===== config.mk =====
export PLATFORM = sky130hd
export DESIGN_NAME = vid_pattern_gen_flat
export DESIGN_NICKNAME = d
export VERILOG_FILES = /design/src/rtl/vid_pattern_gen_if.sv /design/src/rtl/vid_pattern_gen.sv /design/src/flat_wrapper.sv
export SDC_FILE = /design/constraint.sdc
export NUM_CORES = 1
export LEC_CHECK = 0
export BUFFER_PORTS_ARGS = -buffer_cell sky130_fd_sc_hd__buf_2
export CORE_MARGIN = 5
export CORE_UTILIZATION = 53
export CTS_BUF_LIST = sky130_fd_sc_hd__clkbuf_2 sky130_fd_sc_hd__clkbuf_4 sky130_fd_sc_hd__clkbuf_8
export DETAILED_ROUTE_END_ITERATION = 8
export PLACE_DENSITY = 0.73
export SYNTH_ARGS = -nofsm -noshare
export SYNTH_HDL_FRONTEND = slang
export SYNTH_SLANG_ARGS = --single-unit

===== constraint.sdc =====
create_clock -name I_clk -period 3.48 [get_ports I_clk]
set_input_delay 0.174 -clock I_clk [delete_from_list [all_inputs] [get_ports I_clk]]
set_output_delay 0.174 -clock I_clk [all_outputs]
set_load 0.1 [all_outputs]

===== src/rtl/vid_pattern_gen_if.sv =====
// Mode-control and video-output bus of vid_pattern_gen.
// master = the generator, slave = whoever drives the controls and consumes the video.
interface vid_pattern_gen_if #(
    parameter int COLOR_W = 8
);
    logic                  I_key;
    logic                  I_mode_wr;
    logic [2:0]            I_mode;
    logic [3*COLOR_W-1:0]  I_solid;
    logic                  O_hs;
    logic                  O_vs;
    logic                  O_de;
    logic [COLOR_W-1:0]    O_r;
    logic [COLOR_W-1:0]    O_g;
    logic [COLOR_W-1:0]    O_b;
    logic [11:0]           O_x;
    logic [11:0]           O_y;
    logic                  O_sof;
    logic [2:0]            O_mode;
    logic [15:0]           O_frame_cnt;

    modport master (
        input  I_key, I_mode_wr, I_mode, I_solid,
        output O_hs, O_vs, O_de, O_r, O_g, O_b, O_x, O_y, O_sof, O_mode, O_frame_cnt
    );

    modport slave (
        output I_key, I_mode_wr, I_mode, I_solid,
        input  O_hs, O_vs, O_de, O_r, O_g, O_b, O_x, O_y, O_sof, O_mode, O_frame_cnt
    );
endinterface


===== src/rtl/vid_pattern_gen.sv =====
// Video timing and test-pattern generator: counters -> decode stage -> colour stage,
// with a debounced mode button and host mode load, both applied only at frame wrap.
//
// debounce state | meaning
// DEB_LOW        | debounced key released
// DEB_HIGH       | debounced key pressed
module vid_pattern_gen #(
    parameter int H_RES    = 1280,
    parameter int H_SYNC   = 40,
    parameter int H_BP     = 220,
    parameter int H_TOTAL  = 1650,
    parameter int V_RES    = 720,
    parameter int V_SYNC   = 5,
    parameter int V_BP     = 20,
    parameter int V_TOTAL  = 750,
    parameter int HS_POL   = 1,
    parameter int VS_POL   = 1,
    parameter int COLOR_W  = 8,
    parameter int DEB_CYC  = 270000,
    parameter int BOX_SZ   = 64,
    parameter int BOX_STEP = 4
) (
    input  logic              I_clk,
    input  logic              I_rst,
    vid_pattern_gen_if.master vid
);
    localparam int HW      = $clog2(H_TOTAL);
    localparam int VW      = $clog2(V_TOTAL);
    localparam int DW      = $clog2(DEB_CYC);
    localparam int H_ACT_S = H_SYNC + H_BP;
    localparam int V_ACT_S = V_SYNC + V_BP;
    localparam int BAR_W   = (H_RES / 8 > 0) ? H_RES / 8 : 1;
    localparam int BW      = (BAR_W > 1) ? $clog2(BAR_W) : 1;

    localparam logic [HW-1:0]      H_LAST     = HW'(H_TOTAL - 1);
    localparam logic [VW-1:0]      V_LAST     = VW'(V_TOTAL - 1);
    localparam logic [DW-1:0]      DEB_LOAD   = DW'(DEB_CYC - 1);
    localparam logic [BW-1:0]      BAR_LOAD   = BW'(BAR_W - 1);
    localparam logic               HS_ACT     = (HS_POL != 0);
    localparam logic               VS_ACT     = (VS_POL != 0);
    localparam logic [11:0]        BOX_W12    = 12'(BOX_SZ);
    localparam logic [11:0]        BOX_STEP12 = 12'(BOX_STEP);
    localparam logic [11:0]        BOX_MAX    = 12'(H_RES - BOX_SZ);
    localparam logic [11:0]        BOX_Y0     = 12'((V_RES - BOX_SZ) / 2);
    localparam logic [COLOR_W-1:0] C_MAX      = '1;

    typedef enum logic {DEB_LOW, DEB_HIGH} deb_state_t;

    logic [HW-1:0]        h_cnt;
    logic [VW-1:0]        v_cnt;
    logic                 frame_end;
    logic                 frame_start;
    logic                 de_c;
    logic                 line_start;
    logic [11:0]          x_c;
    logic [11:0]          y_c;

    logic                 hs_s1, vs_s1, de_s1, sof_s1;
    logic [11:0]          x_s1, y_s1;
    logic [3:0]           bar_idx;
    logic [BW-1:0]        bar_left;

    logic [2:0]           bar_rgb;
    logic [COLOR_W-1:0]   ramp_h, ramp_v;
    logic [11:0]          box_dx, box_dy;
    logic                 in_box;
    logic [COLOR_W-1:0]   r_c, g_c, b_c;

    logic                 hs_q, vs_q, de_q, sof_q;
    logic [11:0]          x_q, y_q;
    logic [COLOR_W-1:0]   r_q, g_q, b_q;

    logic [2:0]           mode_cur;
    logic [2:0]           mode_pend;
    logic [15:0]          frame_cnt;
    logic [11:0]          box_x;

    logic                 key_meta, key_sync;
    logic [DW-1:0]        deb_cnt;
    logic                 deb_tc;
    logic                 deb_rise;
    deb_state_t           deb_state, deb_state_nxt;

    always_ff @(posedge I_clk) begin
        if (I_rst) begin
            h_cnt <= '0;
            v_cnt <= '0;
        end else if (h_cnt == H_LAST) begin
            h_cnt <= '0;
            v_cnt <= (v_cnt == V_LAST) ? '0 : v_cnt + VW'(1);
        end else begin
            h_cnt <= h_cnt + HW'(1);
        end
    end

    assign frame_end   = (h_cnt == H_LAST) && (v_cnt == V_LAST);
    assign frame_start = (h_cnt == '0) && (v_cnt == '0);
    assign line_start  = (int'(h_cnt) == H_ACT_S);

    always_comb begin
        de_c = (int'(h_cnt) >= H_ACT_S) && (int'(h_cnt) < H_ACT_S + H_RES) &&
               (int'(v_cnt) >= V_ACT_S) && (int'(v_cnt) < V_ACT_S + V_RES);
        x_c  = '0;
        y_c  = '0;
        if (de_c) begin
            x_c = 12'(int'(h_cnt) - H_ACT_S);
            y_c = 12'(int'(v_cnt) - V_ACT_S);
        end
    end

    // Stage 1: sync/de/coordinates, plus the running bar index (index 8 = residual black)
    always_ff @(posedge I_clk) begin
        if (I_rst) begin
            hs_s1    <= ~HS_ACT;
            vs_s1    <= ~VS_ACT;
            de_s1    <= 1'b0;
            sof_s1   <= 1'b0;
            x_s1     <= '0;
            y_s1     <= '0;
            bar_idx  <= '0;
            bar_left <= BAR_LOAD;
        end else begin
            hs_s1  <= (int'(h_cnt) < H_SYNC) ? HS_ACT : ~HS_ACT;
            vs_s1  <= (int'(v_cnt) < V_SYNC) ? VS_ACT : ~VS_ACT;
            de_s1  <= de_c;
            sof_s1 <= frame_start;
            x_s1   <= x_c;
            y_s1   <= y_c;
            if (de_c) begin
                if (line_start) begin
                    bar_idx  <= '0;
                    bar_left <= BAR_LOAD;
                end else if (bar_left == '0) begin
                    bar_left <= BAR_LOAD;
                    if (bar_idx != 4'd8)
                        bar_idx <= bar_idx + 4'd1;
                end else begin
                    bar_left <= bar_left - BW'(1);
                end
            end
        end
    end

    // Stage 2: colour. Offsets wrap negative, so one unsigned compare covers both box edges.
    always_comb begin
        case (bar_idx)
            4'd0:    bar_rgb = 3'b111;
            4'd1:    bar_rgb = 3'b110;
            4'd2:    bar_rgb = 3'b011;
            4'd3:    bar_rgb = 3'b010;
            4'd4:    bar_rgb = 3'b101;
            4'd5:    bar_rgb = 3'b100;
            4'd6:    bar_rgb = 3'b001;
            default: bar_rgb = 3'b000;
        endcase
        ramp_h = COLOR_W'(x_s1 >> 2);
        ramp_v = COLOR_W'(y_s1 >> 2);
        box_dx = x_s1 - box_x;
        box_dy = y_s1 - BOX_Y0;
        in_box = (box_dx < BOX_W12) && (box_dy < BOX_W12);
        r_c = '0;
        g_c = '0;
        b_c = '0;
        if (de_s1) begin
            case (mode_cur)
                3'd0: begin
                    r_c = {COLOR_W{bar_rgb[2]}};
                    g_c = {COLOR_W{bar_rgb[1]}};
                    b_c = {COLOR_W{bar_rgb[0]}};
                end
                3'd1: begin
                    r_c = ramp_h;
                    g_c = ramp_h;
                    b_c = ramp_h;
                end
                3'd2: begin
                    if (x_s1[4:0] == 5'd0 || y_s1[4:0] == 5'd0) begin
                        r_c = C_MAX;
                        g_c = C_MAX;
                        b_c = C_MAX;
                    end
                end
                3'd3: begin
                    if (x_s1[5] ^ y_s1[5]) begin
                        r_c = C_MAX;
                        g_c = C_MAX;
                        b_c = C_MAX;
                    end
                end
                3'd4: {r_c, g_c, b_c} = vid.I_solid;
                3'd5: begin
                    if (in_box)
                        {r_c, g_c, b_c} = vid.I_solid;
                end
                3'd6: begin
                    r_c = ramp_v;
                    g_c = ramp_v;
                    b_c = ramp_v;
                end
                default: ;
            endcase
        end
    end

    always_ff @(posedge I_clk) begin
        if (I_rst) begin
            hs_q  <= ~HS_ACT;
            vs_q  <= ~VS_ACT;
            de_q  <= 1'b0;
            sof_q <= 1'b0;
            x_q   <= '0;
            y_q   <= '0;
            r_q   <= '0;
            g_q   <= '0;
            b_q   <= '0;
        end else begin
            hs_q  <= hs_s1;
            vs_q  <= vs_s1;
            de_q  <= de_s1;
            sof_q <= sof_s1;
            x_q   <= x_s1;
            y_q   <= y_s1;
            r_q   <= r_c;
            g_q   <= g_c;
            b_q   <= b_c;
        end
    end

    // Everything visible for a frame is latched on the wrap into h_cnt=v_cnt=0
    always_ff @(posedge I_clk) begin
        if (I_rst) begin
            mode_cur  <= '0;
            frame_cnt <= '0;
            box_x     <= '0;
        end else if (frame_end) begin
            mode_cur  <= mode_pend;
            frame_cnt <= frame_cnt + 16'd1;
            box_x     <= (box_x + BOX_STEP12 > BOX_MAX) ? '0 : box_x + BOX_STEP12;
        end
    end

    always_ff @(posedge I_clk) begin
        if (I_rst) begin
            key_meta <= 1'b0;
            key_sync <= 1'b0;
        end else begin
            key_meta <= vid.I_key;
            key_sync <= key_meta;
        end
    end

    assign deb_tc = (deb_cnt == '0);

    // Stability timer: reloads whenever the synchronised key agrees with the debounced level
    always_ff @(posedge I_clk) begin
        if (I_rst)
            deb_cnt <= DEB_LOAD;
        else if ((key_sync == (deb_state == DEB_HIGH)) || deb_tc)
            deb_cnt <= DEB_LOAD;
        else
            deb_cnt <= deb_cnt - DW'(1);
    end

    always_ff @(posedge I_clk) begin
        if (I_rst)
            deb_state <= DEB_LOW;
        else
            deb_state <= deb_state_nxt;
    end

    always_comb begin
        deb_state_nxt = deb_state;
        deb_rise      = 1'b0;
        case (deb_state)
            DEB_LOW: begin
                if (key_sync && deb_tc) begin
                    deb_state_nxt = DEB_HIGH;
                    deb_rise      = 1'b1;
                end
            end
            DEB_HIGH: begin
                if (!key_sync && deb_tc)
                    deb_state_nxt = DEB_LOW;
            end
            default: deb_state_nxt = DEB_LOW;
        endcase
    end

    always_ff @(posedge I_clk) begin
        if (I_rst)
            mode_pend <= '0;
        else if (vid.I_mode_wr)
            mode_pend <= vid.I_mode;
        else if (deb_rise)
            mode_pend <= mode_pend + 3'd1;
    end

    assign vid.O_hs        = hs_q;
    assign vid.O_vs        = vs_q;
    assign vid.O_de        = de_q;
    assign vid.O_sof       = sof_q;
    assign vid.O_x         = x_q;
    assign vid.O_y         = y_q;
    assign vid.O_r         = r_q;
    assign vid.O_g         = g_q;
    assign vid.O_b         = b_q;
    assign vid.O_mode      = mode_cur;
    assign vid.O_frame_cnt = frame_cnt;
endmodule


===== src/flat_wrapper.sv =====
// flat-port wrapper written by rule: the top's interface ports become plain ports
module vid_pattern_gen_flat 
#(
    parameter int H_RES    = 1280,
    parameter int H_SYNC   = 40,
    parameter int H_BP     = 220,
    parameter int H_TOTAL  = 1650,
    parameter int V_RES    = 720,
    parameter int V_SYNC   = 5,
    parameter int V_BP     = 20,
    parameter int V_TOTAL  = 750,
    parameter int HS_POL   = 1,
    parameter int VS_POL   = 1,
    parameter int COLOR_W  = 8,
    parameter int DEB_CYC  = 270000,
    parameter int BOX_SZ   = 64,
    parameter int BOX_STEP = 4
)
  (I_clk, I_rst, vid_I_key, vid_I_mode_wr, vid_I_mode, vid_I_solid, vid_O_hs, vid_O_vs, vid_O_de, vid_O_r, vid_O_g, vid_O_b, vid_O_x, vid_O_y, vid_O_sof, vid_O_mode, vid_O_frame_cnt);
  vid_pattern_gen_if #(.COLOR_W(COLOR_W)) vid_i ();
  input  logic I_clk;
  input  logic I_rst;
  input wire logic [$bits(vid_i.I_key)-1:0] vid_I_key;
  input wire logic [$bits(vid_i.I_mode_wr)-1:0] vid_I_mode_wr;
  input wire logic [$bits(vid_i.I_mode)-1:0] vid_I_mode;
  input wire logic [$bits(vid_i.I_solid)-1:0] vid_I_solid;
  output wire logic [$bits(vid_i.O_hs)-1:0] vid_O_hs;
  output wire logic [$bits(vid_i.O_vs)-1:0] vid_O_vs;
  output wire logic [$bits(vid_i.O_de)-1:0] vid_O_de;
  output wire logic [$bits(vid_i.O_r)-1:0] vid_O_r;
  output wire logic [$bits(vid_i.O_g)-1:0] vid_O_g;
  output wire logic [$bits(vid_i.O_b)-1:0] vid_O_b;
  output wire logic [$bits(vid_i.O_x)-1:0] vid_O_x;
  output wire logic [$bits(vid_i.O_y)-1:0] vid_O_y;
  output wire logic [$bits(vid_i.O_sof)-1:0] vid_O_sof;
  output wire logic [$bits(vid_i.O_mode)-1:0] vid_O_mode;
  output wire logic [$bits(vid_i.O_frame_cnt)-1:0] vid_O_frame_cnt;
  assign vid_i.I_key = vid_I_key;
  assign vid_i.I_mode_wr = vid_I_mode_wr;
  assign vid_i.I_mode = vid_I_mode;
  assign vid_i.I_solid = vid_I_solid;
  assign vid_O_hs = vid_i.O_hs;
  assign vid_O_vs = vid_i.O_vs;
  assign vid_O_de = vid_i.O_de;
  assign vid_O_r = vid_i.O_r;
  assign vid_O_g = vid_i.O_g;
  assign vid_O_b = vid_i.O_b;
  assign vid_O_x = vid_i.O_x;
  assign vid_O_y = vid_i.O_y;
  assign vid_O_sof = vid_i.O_sof;
  assign vid_O_mode = vid_i.O_mode;
  assign vid_O_frame_cnt = vid_i.O_frame_cnt;
  vid_pattern_gen #(.H_RES(H_RES), .H_SYNC(H_SYNC), .H_BP(H_BP), .H_TOTAL(H_TOTAL), .V_RES(V_RES), .V_SYNC(V_SYNC), .V_BP(V_BP), .V_TOTAL(V_TOTAL), .HS_POL(HS_POL), .VS_POL(VS_POL), .COLOR_W(COLOR_W), .DEB_CYC(DEB_CYC), .BOX_SZ(BOX_SZ), .BOX_STEP(BOX_STEP)) u_core (.I_clk(I_clk), .I_rst(I_rst), .vid(vid_i));
endmodule

==> summary.txt <==
STA
  – Final setup fails: 0
  – TNS Setup: 0 ps
  – WHS: 48.8 ps
  – Crit share post-route: 0.908
  – RSZ-0062 raised after global routing: false
  – Setup ws final: 319 ps
  – F_max: 316 MHz
  – Rel. slew slack: 0.404
  – Fin. Hold Viols: 0
  – Tightest Pin Transition: 891 ps
  – Clock skew: 13.4 ps
  – Tmin final: 3160 ps
  – Slew Viols, Final: 0

Synth
  – Register area share after synthesis: 0.433
  – Syn_area_per_cell: 8.48 um^2
  – Ys async rst share: 0
  – Yosys reg bits: 165
  – Post-Syn Area: 7640 um^2
  – Syn. warnings: 0
  – Most used DFF post-synth: dfxtp_1
  – Net Count, Synth: 962
  – EDFF count, synth: 0
  – Synth cell types: 67
  – Synth Instances: 900

Layout
  – Layout fillers: 1182
  – Fin nets: 1076
  – Design Area, Final: 8970 um^2
  – Area grow syn2layout: 17.5%
  – Layout cells sized above 1: 0.149
  – Multi-input gate area: 3920 um^2
  – N_diodes: 0
  – FF/Latch Area: 3300 um^2
  – Most frequent cells in the layout: 165 x dfxtp_1, 101 x buf_2, 98 x nor2_1, 72 x a21oi_1, 64 x nand2_1
  – Most common cell after layout, fill and taps aside: dfxtp_1

Run
  – Maxcap violations: 0

Floorplan
  – Core region area: 14000 um^2
  – Die Y: 130 um
  – I/O pins: 102
  – FP Rows: 43
  – Initial core utilization: 0.546
  – Die footprint: 16900 um^2
  – Die width: 130 um

Placement
  – Area after DPL: 8230 um^2
  – DP Worst Slack: 522 ps
  – I/O Buffers: 101
  – Hpwl dp: 13500 um
  – GP Congestion: 1.02

Clock tree
  – Clk buf depth: 2
  – Worst skew pair latency: 470 ps
  – CTS tree: yes
  – Clk slew on worst S/H paths: 100 ps
  – Num CTS Buffers: 17
  – # H-tree levels: 4
  – Clk sinks: 165
  – Clk root buf: clkbuf_8

GRT
  – Vias in the first global route: 6197
  – Gr ovfl total: 0
  – Antenna violations before repair: 0
  – Largest net degree at the start of global routing: 69
  – GRT Overall Usage: 0.227
  – First-pass GRT wire length: 30700 um

Power
  – LEAKAGE: 0.00376 uW
  – Worst ir drop on vdd: 288 uV
  – Power Dens Cells: 398 nW/um^2

Drt
  – Vias: 6561
  – Antenna-violating nets left: 0
  – Drt via density: 5.44
  – Total Wirelength: 18900 um
  – Iter 0 DRT Violations: 535
  – Drt drc: 0
  – Wire per inst: 15.7 um
  – DR pass1 iterations: 5

Critical path
  – Worst R2R Start: u_core.box_x[2]
  – Worst Setup SP: u_core.box_x[2]
  – Critical path class: reg -> reg
  – Arr. time, crit path: 3510 ps
  – Type of origin of the critical path: flop
  – Peak fanout along the critical path: 24
  – Worst Path Required: 3830 ps
  – Crit path capture type: flop

Hold path
  – Worst Hold Class: in -> reg
  – Min-delay src: vid_I_mode_wr

Run status
  – Outcome: finished, final reports clean
[registers in the layout (all words and copies together), names as in the netlist, 4 cells and up]
signal and count:
u_core.x_s1 12, u_core.vid.O_y 11, u_core.vid.O_b 8, u_core.bar_left 8
u_core.v_cnt 10, u_core.y_s1 11, u_core.vid.O_g 8, u_core.bar_idx 4
u_core.h_cnt 11, u_core.deb_cnt 19, u_core.vid.O_x 12, u_core.vid.O_frame_cnt 16
u_core.box_x 10, u_core.vid.O_r 8
[cells in the mapped netlist (all sizes together) (3+ instances only)]
cell type	n	area, um^2
a2111oi	3	26.3
a211oi	3	27.5
a21oi	72	360
a22oi	8	60.1
a31oi	7	43.8
and2	5	31.3
and3	8	50.1
and4	4	35.0
buf	8	40.0
clkbuf	33	144
dfxtp	165	3300
ha	31	388
inv	63	236
mux2i	6	60.1
nand2	64	240
nand2b	7	43.8
nand3	27	135
nand4	17	106
nor2	98	368
nor2b	33	206
nor3	23	120
nor3b	3	22.5
nor4	17	128
o2111ai	5	43.8
o211ai	6	45.0
o21a	5	37.5
o21ai	46	230
o22ai	5	31.3
o31ai	4	30.0
or2	4	25.0
or3	16	100
or4	8	65.1
xnor2	41	359
xor2	25	219
[power breakdown]
part / internal [uW] / switching, uW
Combinational: 56.6 / 74.8
Clock: 807 / 731
Sequential: 1900 / 7.12
Total: 2760 / 812
[critical path, cell delays in order, from the launching register on]
cell and delay [ps]:
dfxtp_1 490, inv_1 80, ha_1 290, o211ai_1 170
nand2_1 140, a311oi_1 430, mux2_2 230, nand4_1 670
o21ai_0 540
[layer usage]
| metal | share of wire | GRT usage | wire length (um) |
|---|---|---|---|
| met1 | 0.45 | 0.294 | 8550 |
| met2 | 0.46 | 0.371 | 8690 |
| met5 | 0 | 0 | 0 |
| met4 | 0.027 | 0.0935 | 514 |
| met3 | 0.061 | 0.0467 | 1150 |
[final timing paths]
path | to | slack (ps) | depth (start not counted)
setup / recovery | u_core.vid.O_g[1] | 320 | 8
hold reg to reg | u_core.vid.O_hs | 440 | 1
setup reg to reg | u_core.vid.O_g[1] | 320 | 8
hold / removal | u_core.mode_pend[0] | 50 | 4
[per-stage QoR]
stage | utilization | power (uW) | instances
finish | 0.641 | 3570 | 1207
global route | 0.641 | 3700 | 1207
CTS | 0.641 | 3600 | 1207
detailed placement | 0.589 | 2050 | 1146
global placement | 0.589 | 2050 | 1146
floorplan | - | 2020 | 900
[cells by family after synthesis]
family	after synthesis	synth area share
compound gates	186	0.148
xor+xnor	66	0.0757
fa+ha+maj	31	0.0508
buf+inv	104	0.0551
flops	165	0.433
mux	7	0.00934
simple gates	341	0.229
[repair_timing]
| action | in CTS | in global routing |
|---|---|---|
| hold buffers | 29 | 0 |
| buffers inserted | 0 | 0 |
| hold endpoints to repair | 28 | 0 |
| resized for setup | 0 | 0 |
[final cells by class]
class / instances / share of cell area
Sequential cell: 165 / 0.368
Inverter: 63 / 0.0264
Tap cell: 180 / 0.0251
Clock inverter: 14 / 0.0220
Clock buffer: 18 / 0.0276
Timing Repair Buffer: 136 / 0.0937
Multi-Input combinational cell: 631 / 0.437
Note: power is estimated with default switching activity, not from simulation.
